--- config.mk ---
export PLATFORM = sky130hd
export DESIGN_NAME = agu_resp_queue_flat
export DESIGN_NICKNAME = d
export VERILOG_FILES = /design/src/rtl/lsu_pkg.sv /design/src/rtl/agu_resp_queue_if.sv /design/src/rtl/agu_resp_queue.sv /design/src/flat_wrapper.sv
export SDC_FILE = /design/constraint.sdc
export NUM_CORES = 1
export LEC_CHECK = 0
export BUFFER_PORTS_ARGS = -buffer_cell sky130_fd_sc_hd__buf_2
export CAP_MARGIN = 25
export CORE_MARGIN = 4
export CORE_UTILIZATION = 40
export CTS_CLUSTER_DIAMETER = 80
export DETAILED_ROUTE_END_ITERATION = 10
export GPL_ROUTABILITY_DRIVEN = 0
export PLACE_DENSITY = 0.71
export SYNTH_ARGS = -nofsm -noshare
export SYNTH_HDL_FRONTEND = slang
export SYNTH_SLANG_ARGS = --single-unit
--- constraint.sdc ---
create_clock -name clock -period 4.3 [get_ports clock]
set_clock_uncertainty 0.15 [all_clocks]
set_input_delay 0.215 -clock clock [delete_from_list [all_inputs] [get_ports clock]]
set_output_delay 0.215 -clock clock [all_outputs]
set_load 0.005 [all_outputs]
--- src/rtl/lsu_pkg.sv ---
`default_nettype none
// ============================================================================
//  Module      : lsu_pkg
//  Description : Shared LSU types and constants: widths, exception causes,
//                the AGU response queue entry and the branch-mask helper.
//  Revision    : 1.0 - initial release
// ============================================================================
package lsu_pkg;

    localparam int BR_W   = 20;
    localparam int ADDR_W = 40;
    localparam int DATA_W = 64;
    localparam int ROB_W  = 7;

    localparam logic [3:0] CAUSE_LD_MISALIGN = 4'd4;
    localparam logic [3:0] CAUSE_ST_MISALIGN = 4'd6;

    // One buffered AGU response; the field "signed" is spelled is_signed
    // because signed is a reserved word.
    typedef struct packed {
        logic              valid;
        logic [BR_W-1:0]   br_mask;
        logic [ROB_W-1:0]  rob_idx;
        logic              is_load;
        logic [1:0]        size;
        logic              is_signed;
        logic [ADDR_W-1:0] addr;
        logic [DATA_W-1:0] data;
        logic              mxcpt;
    } agu_entry_t;

    // Clears the bits of branches that resolved this cycle.
    function automatic logic [BR_W-1:0] br_mask_update(
        input logic [BR_W-1:0] mask,
        input logic [BR_W-1:0] resolve
    );
        return mask & ~resolve;
    endfunction

endpackage
`default_nettype wire

--- src/rtl/agu_resp_queue_if.sv ---
`default_nettype none
// ============================================================================
//  Module      : agu_resp_queue_if
//  Description : Bundle of the AGU response input, branch update, flush,
//                cache request, exception and status signals of the queue.
//                slave = queue side, master = surrounding pipeline side.
//  Revision    : 1.0 - initial release
// ============================================================================
interface agu_resp_queue_if
    import lsu_pkg::*;
#(
    parameter int DEPTH = 4
);
    localparam int CNT_W = $clog2(DEPTH) + 1;

    logic              in_valid;
    logic              in_ready;
    logic [BR_W-1:0]   in_br_mask;
    logic [ROB_W-1:0]  in_rob_idx;
    logic              in_is_load;
    logic [1:0]        in_mem_size;
    logic              in_mem_signed;
    logic [ADDR_W-1:0] in_addr;
    logic [DATA_W-1:0] in_data;
    logic              in_mxcpt;

    logic [BR_W-1:0]   brupdate_resolve_mask;
    logic [BR_W-1:0]   brupdate_mispredict_mask;
    logic              flush;

    logic              mem_req_valid;
    logic              mem_req_ready;
    logic [ADDR_W-1:0] mem_req_addr;
    logic [DATA_W-1:0] mem_req_data;
    logic [1:0]        mem_req_size;
    logic              mem_req_signed;
    logic              mem_req_is_load;
    logic [ROB_W-1:0]  mem_req_rob_idx;
    logic [BR_W-1:0]   mem_req_br_mask;

    logic              xcpt_valid;
    logic [ROB_W-1:0]  xcpt_rob_idx;
    logic [ADDR_W-1:0] xcpt_addr;
    logic [3:0]        xcpt_cause;

    logic [CNT_W-1:0]  count;
    logic              overflow;

    modport slave (
        input  in_valid, in_br_mask, in_rob_idx, in_is_load, in_mem_size,
               in_mem_signed, in_addr, in_data, in_mxcpt,
               brupdate_resolve_mask, brupdate_mispredict_mask, flush,
               mem_req_ready,
        output in_ready, mem_req_valid, mem_req_addr, mem_req_data,
               mem_req_size, mem_req_signed, mem_req_is_load,
               mem_req_rob_idx, mem_req_br_mask,
               xcpt_valid, xcpt_rob_idx, xcpt_addr, xcpt_cause,
               count, overflow
    );

    modport master (
        output in_valid, in_br_mask, in_rob_idx, in_is_load, in_mem_size,
               in_mem_signed, in_addr, in_data, in_mxcpt,
               brupdate_resolve_mask, brupdate_mispredict_mask, flush,
               mem_req_ready,
        input  in_ready, mem_req_valid, mem_req_addr, mem_req_data,
               mem_req_size, mem_req_signed, mem_req_is_load,
               mem_req_rob_idx, mem_req_br_mask,
               xcpt_valid, xcpt_rob_idx, xcpt_addr, xcpt_cause,
               count, overflow
    );

endinterface
`default_nettype wire

--- src/rtl/agu_resp_queue.sv ---
`default_nettype none
// ============================================================================
//  Module      : agu_resp_queue
//  Description : In-order circular buffer of AGU responses. The head either
//                issues to the data cache (ready/valid), retires as a
//                misalignment exception pulse, or is dropped silently when
//                it was killed by a branch misprediction.
//  Revision    : 1.0 - initial release
// ============================================================================
module agu_resp_queue
    import lsu_pkg::*;
#(
    parameter int DEPTH = 4
) (
    input  wire logic       clock,
    input  wire logic       reset,
    agu_resp_queue_if.slave bus
);

    localparam int               PTR_W     = $clog2(DEPTH);
    localparam int               CNT_W     = PTR_W + 1;
    localparam logic [CNT_W-1:0] DEPTH_CNT = CNT_W'(DEPTH);

    agu_entry_t       r_entries [DEPTH];
    logic [PTR_W-1:0] r_head;
    logic [PTR_W-1:0] r_tail;
    logic [CNT_W-1:0] r_count;
    logic             r_overflow;

    agu_entry_t       w_head;
    agu_entry_t       w_new;
    logic             w_nonempty;
    logic             w_head_live;
    logic             w_in_ready;
    logic             w_push;
    logic             w_pop;
    logic             w_mem_valid;
    logic             w_xcpt_valid;

    assign w_head     = r_entries[r_head];
    assign w_nonempty = (r_count != '0);
    // A full queue refuses even if the head pops this cycle.
    assign w_in_ready = (r_count < DEPTH_CNT);

    // Head liveness, drain decision and enqueue decision for this cycle.
    always_comb begin
        w_head_live  = w_nonempty && w_head.valid &&
                       ((w_head.br_mask & bus.brupdate_mispredict_mask) == '0);
        w_mem_valid  = w_head_live && !w_head.mxcpt && !bus.flush;
        w_xcpt_valid = w_head_live &&  w_head.mxcpt && !bus.flush;
        // Dead heads and exception heads leave unconditionally; live
        // requests wait for the cache.
        w_pop        = w_nonempty && !bus.flush &&
                       (!w_head_live || w_head.mxcpt || bus.mem_req_ready);
        w_push       = bus.in_valid && w_in_ready && !bus.flush;
    end

    // Incoming entry, already resolve-masked and killed if its branch
    // mispredicts in the arrival cycle.
    always_comb begin
        w_new           = '0;
        w_new.valid     = ((bus.in_br_mask & bus.brupdate_mispredict_mask) == '0);
        w_new.br_mask   = br_mask_update(bus.in_br_mask, bus.brupdate_resolve_mask);
        w_new.rob_idx   = bus.in_rob_idx;
        w_new.is_load   = bus.in_is_load;
        w_new.size      = bus.in_mem_size;
        w_new.is_signed = bus.in_mem_signed;
        w_new.addr      = bus.in_addr;
        w_new.data      = bus.in_data;
        w_new.mxcpt     = bus.in_mxcpt;
    end

    // Storage, pointers, occupancy and sticky overflow; reset beats flush.
    always_ff @(posedge clock) begin
        if (!reset) begin
            for (int i = 0; i < DEPTH; i++) begin
                r_entries[i] <= '0;
            end
            r_head     <= '0;
            r_tail     <= '0;
            r_count    <= '0;
            r_overflow <= 1'b0;
        end else if (bus.flush) begin
            for (int i = 0; i < DEPTH; i++) begin
                r_entries[i].valid <= 1'b0;
            end
            r_head  <= '0;
            r_tail  <= '0;
            r_count <= '0;
        end else begin
            for (int i = 0; i < DEPTH; i++) begin
                r_entries[i].br_mask <= br_mask_update(r_entries[i].br_mask,
                                                       bus.brupdate_resolve_mask);
                if ((r_entries[i].br_mask & bus.brupdate_mispredict_mask) != '0) begin
                    r_entries[i].valid <= 1'b0;
                end
            end
            if (w_pop) begin
                r_entries[r_head].valid <= 1'b0;
                r_head                  <= r_head + PTR_W'(1);
            end
            // Tail never equals head on a push while the queue is non-empty,
            // so this write cannot collide with the pop above.
            if (w_push) begin
                r_entries[r_tail] <= w_new;
                r_tail            <= r_tail + PTR_W'(1);
            end
            r_count <= r_count + CNT_W'(w_push) - CNT_W'(w_pop);
            if (bus.in_valid && !w_in_ready) begin
                r_overflow <= 1'b1;
            end
        end
    end

    assign bus.in_ready        = w_in_ready;
    assign bus.count           = r_count;
    assign bus.overflow        = r_overflow;

    assign bus.mem_req_valid   = w_mem_valid;
    assign bus.mem_req_addr    = w_head.addr;
    assign bus.mem_req_data    = w_head.data;
    assign bus.mem_req_size    = w_head.size;
    assign bus.mem_req_signed  = w_head.is_signed;
    assign bus.mem_req_is_load = w_head.is_load;
    assign bus.mem_req_rob_idx = w_head.rob_idx;
    assign bus.mem_req_br_mask = br_mask_update(w_head.br_mask, bus.brupdate_resolve_mask);

    // Exception fields read zero except during the retire pulse.
    assign bus.xcpt_valid      = w_xcpt_valid;
    assign bus.xcpt_rob_idx    = w_xcpt_valid ? w_head.rob_idx : '0;
    assign bus.xcpt_addr       = w_xcpt_valid ? w_head.addr : '0;
    assign bus.xcpt_cause      = !w_xcpt_valid ? 4'd0 :
                                 (w_head.is_load ? CAUSE_LD_MISALIGN : CAUSE_ST_MISALIGN);

endmodule
`default_nettype wire

--- src/flat_wrapper.sv ---
// flat-port wrapper written by rule: the top's interface ports become plain ports
module agu_resp_queue_flat import lsu_pkg::*;
#(
    parameter int DEPTH = 4
)
  (clock, reset, bus_in_valid, bus_in_br_mask, bus_in_rob_idx, bus_in_is_load, bus_in_mem_size, bus_in_mem_signed, bus_in_addr, bus_in_data, bus_in_mxcpt, bus_brupdate_resolve_mask, bus_brupdate_mispredict_mask, bus_flush, bus_mem_req_ready, bus_in_ready, bus_mem_req_valid, bus_mem_req_addr, bus_mem_req_data, bus_mem_req_size, bus_mem_req_signed, bus_mem_req_is_load, bus_mem_req_rob_idx, bus_mem_req_br_mask, bus_xcpt_valid, bus_xcpt_rob_idx, bus_xcpt_addr, bus_xcpt_cause, bus_count, bus_overflow);
  agu_resp_queue_if #(.DEPTH(DEPTH)) bus_i ();
  input  wire logic clock;
  input  wire logic reset;
  input wire logic [$bits(bus_i.in_valid)-1:0] bus_in_valid;
  input wire logic [$bits(bus_i.in_br_mask)-1:0] bus_in_br_mask;
  input wire logic [$bits(bus_i.in_rob_idx)-1:0] bus_in_rob_idx;
  input wire logic [$bits(bus_i.in_is_load)-1:0] bus_in_is_load;
  input wire logic [$bits(bus_i.in_mem_size)-1:0] bus_in_mem_size;
  input wire logic [$bits(bus_i.in_mem_signed)-1:0] bus_in_mem_signed;
  input wire logic [$bits(bus_i.in_addr)-1:0] bus_in_addr;
  input wire logic [$bits(bus_i.in_data)-1:0] bus_in_data;
  input wire logic [$bits(bus_i.in_mxcpt)-1:0] bus_in_mxcpt;
  input wire logic [$bits(bus_i.brupdate_resolve_mask)-1:0] bus_brupdate_resolve_mask;
  input wire logic [$bits(bus_i.brupdate_mispredict_mask)-1:0] bus_brupdate_mispredict_mask;
  input wire logic [$bits(bus_i.flush)-1:0] bus_flush;
  input wire logic [$bits(bus_i.mem_req_ready)-1:0] bus_mem_req_ready;
  output wire logic [$bits(bus_i.in_ready)-1:0] bus_in_ready;
  output wire logic [$bits(bus_i.mem_req_valid)-1:0] bus_mem_req_valid;
  output wire logic [$bits(bus_i.mem_req_addr)-1:0] bus_mem_req_addr;
  output wire logic [$bits(bus_i.mem_req_data)-1:0] bus_mem_req_data;
  output wire logic [$bits(bus_i.mem_req_size)-1:0] bus_mem_req_size;
  output wire logic [$bits(bus_i.mem_req_signed)-1:0] bus_mem_req_signed;
  output wire logic [$bits(bus_i.mem_req_is_load)-1:0] bus_mem_req_is_load;
  output wire logic [$bits(bus_i.mem_req_rob_idx)-1:0] bus_mem_req_rob_idx;
  output wire logic [$bits(bus_i.mem_req_br_mask)-1:0] bus_mem_req_br_mask;
  output wire logic [$bits(bus_i.xcpt_valid)-1:0] bus_xcpt_valid;
  output wire logic [$bits(bus_i.xcpt_rob_idx)-1:0] bus_xcpt_rob_idx;
  output wire logic [$bits(bus_i.xcpt_addr)-1:0] bus_xcpt_addr;
  output wire logic [$bits(bus_i.xcpt_cause)-1:0] bus_xcpt_cause;
  output wire logic [$bits(bus_i.count)-1:0] bus_count;
  output wire logic [$bits(bus_i.overflow)-1:0] bus_overflow;
  assign bus_i.in_valid = bus_in_valid;
  assign bus_i.in_br_mask = bus_in_br_mask;
  assign bus_i.in_rob_idx = bus_in_rob_idx;
  assign bus_i.in_is_load = bus_in_is_load;
  assign bus_i.in_mem_size = bus_in_mem_size;
  assign bus_i.in_mem_signed = bus_in_mem_signed;
  assign bus_i.in_addr = bus_in_addr;
  assign bus_i.in_data = bus_in_data;
  assign bus_i.in_mxcpt = bus_in_mxcpt;
  assign bus_i.brupdate_resolve_mask = bus_brupdate_resolve_mask;
  assign bus_i.brupdate_mispredict_mask = bus_brupdate_mispredict_mask;
  assign bus_i.flush = bus_flush;
  assign bus_i.mem_req_ready = bus_mem_req_ready;
  assign bus_in_ready = bus_i.in_ready;
  assign bus_mem_req_valid = bus_i.mem_req_valid;
  assign bus_mem_req_addr = bus_i.mem_req_addr;
  assign bus_mem_req_data = bus_i.mem_req_data;
  assign bus_mem_req_size = bus_i.mem_req_size;
  assign bus_mem_req_signed = bus_i.mem_req_signed;
  assign bus_mem_req_is_load = bus_i.mem_req_is_load;
  assign bus_mem_req_rob_idx = bus_i.mem_req_rob_idx;
  assign bus_mem_req_br_mask = bus_i.mem_req_br_mask;
  assign bus_xcpt_valid = bus_i.xcpt_valid;
  assign bus_xcpt_rob_idx = bus_i.xcpt_rob_idx;
  assign bus_xcpt_addr = bus_i.xcpt_addr;
  assign bus_xcpt_cause = bus_i.xcpt_cause;
  assign bus_count = bus_i.count;
  assign bus_overflow = bus_i.overflow;
  agu_resp_queue #(.DEPTH(DEPTH)) u_core (.clock(clock), .reset(reset), .bus(bus_i));
endmodule
[Yosys cells after proc, flatten, opt, wreduce, memory -nomap -nowiden]
Memories as Yosys holds them, arrays and structs flattened. A register that Yosys moved wholly into a read port is not among the register bits.
Cells that the tools add are included.
Storage, ports and cells
  output and inout bits: 193
  bits of input ports: 181
  word-level logic and storage cells: 112
  bits in registers: 8
  RAM bits: 548
  memories: 1
Memories
  u_core.r_entries: words 4, width 137, read ports 5, clocked after memory_dff 1, write ports 6, RTL line agu_resp_queue.sv:24  | agu_entry_t r_entries [DEPTH];
Cells by class
  reduce and logical (&&, ||, !) cells: 26
  $lt $le $gt $ge: 1
  muxes and demuxes: 49
  add/subtract/negate cells: 4
  bitwise logic cells: 27
Operators with widths (count)
  20-bit AND: 12
  20-bit 2-to-1 mux: 4
  20-bit nonzero test: 4
  20-bit zero test: 2
  40-bit 2-to-1 mux: 1
  1-bit 2-to-1 mux: 39
  20-bit NOT: 1
  1-bit bitwise OR: 12
  1-bit logical AND: 11
  7-bit 2-to-1 mux: 1
  2-bit 2-to-1 mux: 3
  2-bit by 1-bit adder with 2-bit output, second input constant: 2
  1-bit zero test: 4
  4-bit 2-to-1 mux: 1
  3-bit by 1-bit adder with 3-bit output: 1
  3-bit < comparator, second input constant: 1
  3-bit nonzero test: 1
  3-bit by 1-bit subtractor with 3-bit output: 1
  1-bit logical OR: 2
  1-bit NOT: 2
  2-bit AND reduction: 1
  2-bit OR reduction: 1

[Logic depth before layout (Yosys ltp)]
  word-level depth: 11
  gate-level depth with buffers: 15
  mapped depth without buffers: 11

[Worst setup path before layout]
Ideal clock, no wire load.
  kind: input port to flip-flop
  from: in bus_flush
  to: mem u_core.r_entries[0][0] (netlist name) (enable)
  setup slack: -0.176 ns
  data arrival time: 3.297 ns
  data required time: 3.121 ns
  stages: 7
  setup time: 1.029 ns
  path buffers: 3
  cell sequence: clkbuf_1 -> nand2b_1 -> clkbuf_1 -> nor2_1 -> nand2_1 -> clkbuf_1 -> nand2_1
RTL lines
  from (decl): RTL line flat_wrapper.sv:21  | input wire logic [$bits(bus_i.flush)-1:0] bus_flush;
  to (decl): RTL line agu_resp_queue.sv:24

==> results.sh <==
export IMPL_status="complete, no violations"
export IMPL_synth_compound_area_share_pct=4.04
export IMPL_cts_sinks=558
export IMPL_synthFlopType="edfxtp_1"
export IMPL_vias=17900
export IMPL_design_area_sq_um=32800
export IMPL_worst_path_max_fanout=18
export IMPL_grt_first_pass_wirelength_mm=112
export IMPL_yosys_register_bits=558
export IMPL_cts_tree="yes"
export IMPL_synth_top_family_by_area="simple AND/OR/NAND/NOR gates"
export IMPL_most_common_layout_cells="edfxtp_1 (548), and2_1 (472), buf_2 (371), dlygate4sd3_1 (179), mux4_2 (125)"
export IMPL_antenna_left=0
export IMPL_synthCells=1811
export IMPL_io_pins=374
export IMPL_multiInputGateArea_sq_um=9020
export IMPL_hold_ws_ps=122
export IMPL_placed_area_sq_um=29100
export IMPL_overflow=0
export IMPL_switching_share_pct=23.1
export IMPL_async_reset_ff_share_pct=0
export IMPL_synth_area_top_cells="edfxtp_1 (63%), and2_1 (11%), mux4_2 (11%)"
export IMPL_holdCritStartpoint="bus_brupdate_mispredict_mask[8]"
export IMPL_pwr_share_clk_pct=39.2
export IMPL_die_w_um=264
export IMPL_fin_util_pct=50.7
export IMPL_wl_mm=75.8
export IMPL_instances_no_fill=3248
export IMPL_synthMuxAreaShare_pct=11.9
export IMPL_setup_viol=0
export IMPL_use_met1_pct=25.6
export IMPL_critPathRequiredTime_ps=3930
export IMPL_area_growth_pct=25.4
export IMPL_vias_per_cell=5.51
export IMPL_place_inst=2950
export IMPL_synth_edf_count=548
export IMPL_preCtsSetupSlack_ps=779
export IMPL_start_kind="flip-flop"
export IMPL_synth_adder_area_share_pct=0.507
export IMPL_tightest_slew_ps=917
export IMPL_grt_usage_pct=20.7
export IMPL_reg2reg_depth=12
export IMPL_numPortBuffers=371
export IMPL_grt_pass1_vias=18600
export IMPL_vdd_ir_drop_max_uv=290
export IMPL_antenna_found_initial=6
export IMPL_max_slew_margin_pct=38.9
export IMPL_nets=2531
export IMPL_busiest_layer="met2"
export IMPL_dpl_hpwl_mm=45.5
export IMPL_fin_crit_ps=4120
export IMPL_drt_initial_drc_count=2065
export IMPL_grtUsageMet2_pct=36.1
export IMPL_clk_pin_slew_worst_paths_ps=60
export IMPL_yosys_warnings=0
export IMPL_p_int_mw=9.46
export IMPL_arrival_ps=3750
export IMPL_hold_path_cell_count=4
export IMPL_setup_ws_ps=184
export IMPL_synth_simple_gate_area_share_pct=17.4
export IMPL_grt_max_degree=76
export IMPL_grt_use_met3_pct=4.14
export IMPL_yosys_cell_types_count=48
export IMPL_htreeDepth=2
export IMPL_r2r_end="u_core.bus.count[2]"
export IMPL_final_seq_area_sq_um=16700
export IMPL_worstSkewPairLatency_ps=600
export IMPL_core_area_sq_um=64600
export IMPL_regToRegSetupSlack_ps=610
export IMPL_power_mw=12.3
export IMPL_syn_cell_area_sq_um=26100
export IMPL_die_area_sq_um=69500
export IMPL_drv_cap=0
export IMPL_yosysTopAreaCellShare_pct=62.9
export IMPL_worstHoldEndpoint="u_core.r_entries[2][136]"
export IMPL_synth_top_cell_by_area="edfxtp_1"
export IMPL_crit_type="reg2out"
export IMPL_avgSynthCellArea_sq_um=14.4
export IMPL_p_seq_share_pct=51.5
export IMPL_hold_viol=0
export IMPL_nFillCells=5375
export IMPL_end_kind="output port"
export IMPL_fin_crit_sh_pct=95.7
export IMPL_combPwrFrac_pct=9.2
export IMPL_leakagePower_nw=12.3
export IMPL_clockBufferDepth=3
export IMPL_rows=93
export IMPL_finalMaxSlewViolations=0
export IMPL_cts_made_buffers=59
export IMPL_tns_ps=0
export IMPL_die_y_um=264
export IMPL_switching_power_mw=2.84
export IMPL_wl_per_cell_um=23.3
export IMPL_power_density_nw_per_um2=375
export IMPL_hp_class="in2reg"
export IMPL_cts_root_buf="clkbuf_16"
export IMPL_drc=0
export IMPL_dr_pass1_iters=8
export IMPL_layout_commonest_cell="edfxtp_1"
export IMPL_synth_seq_area_share_pct=63.7
export IMPL_drive_gt1_share_pct=27.3
export IMPL_start_util_pct=40.5
export IMPL_fmax_ghz=0.243
export IMPL_synth_xor_xnor_area_share_pct=0.134
## worst max-delay path by stage
stage / from / cells past startpoint / slack (ps) / end
floorplan: flip-flop / 15 / 960 / u_core.bus.count[2]
global placement: flip-flop / 12 / 790 / u_core.bus.count[2]
detailed placement: flip-flop / 11 / 780 / u_core.bus.count[2]
CTS: flip-flop / 8 / 120 / bus_xcpt_addr[1]
global route: flip-flop / 8 / -3 / bus_xcpt_addr[1]
finish: flip-flop / 8 / 180 / bus_xcpt_addr[1]
## cells in the mapped netlist, types with 2 or more instances
master	instances
nor2_1	16
mux2i_1	26
nand4_1	11
o32ai_1	6
nor2b_1	49
a21oi_1	89
edfxtp_1	548
clkbuf_1	78
nand2b_1	8
inv_1	16
a22o_1	8
a311o_1	4
buf_4	3
a222oi_1	4
and3_1	5
o22ai_1	3
buf_8	2
nor2_2	2
and2_1	472
xnor2_1	3
buf_6	4
buf_2	19
buf_1	19
mux4_2	125
a211oi_1	8
dfxtp_1	10
ha_1	9
a22oi_1	25
mux2_2	2
or2_2	5
nor3b_1	2
nor4b_2	2
nor2b_4	7
nand3_1	81
a221oi_1	12
nand2_1	116
## cells by family (layout without fill, tap and decap cells)
kind of cell | count (synthesis) | count (layout)
AOI/OAI and AO/OA | 163 | 163
xor gates and xnor gates | 4 | 4
adders and majority gates | 10 | 10
buffers and inverters | 141 | 715
DFF | 558 | 558
muxes | 153 | 153
other | 1 | 6
and+or+nand+nor | 781 | 784
## flip-flops by register name, indices dropped and copies added (netlist names), named ones only
name,count
u_core.bus.overflow,1
u_core.bus.count,3
u_core.r_tail,2
u_core.r_head,2
u_core.r_entries,548
## worst max-delay path: stages (launching register included)
cell     delay, ps
dfxtp_4        540
buf_6          220
mux4_2         530
nand2_1        100
nor4b_2        270
nand3_2        310
or4b_4         780
and2b_1        260
buf_2          100
## routing by layer
metal / vias up / routed length, um / share of wire, %
met2: 1013 / 38300 / 51
met1: 8860 / 27900 / 37
li1: 7815 / - / -
met4: 2 / 2870 / 3.8
met3: 220 / 6620 / 8.7
met5: - / 13 / 0.017
## power groups by stage
stage	Combinational (mW)	Sequential (mW)	Clock, mW
5_1_grt	1.21	6.35	5.16
2_1_floorplan	0.493	6.41	0
4_1_cts	1.11	6.33	4.92
3_3_place_gp	0.956	6.43	0
6_report	1.13	6.34	4.83
3_5_place_dp	0.981	6.45	0
## timing repair
item	CTS	global route
setup endpoints to repair	0	9
buffers inserted	0	1
resized for setup	0	7
hold buffers	179	0
hold endpoints to repair	548	0
## final cells by class
cell class	count	share of cell area [%]
clock inverters	36	0.870
inverters	16	0.183
clock buffers	74	4.68
flip-flops and latches	558	50.8
multi-input cells	1116	27.5
repair buffers	589	12.6
diodes	4	0.0305
well taps	855	3.26
(Power assumes the default switching activity.)
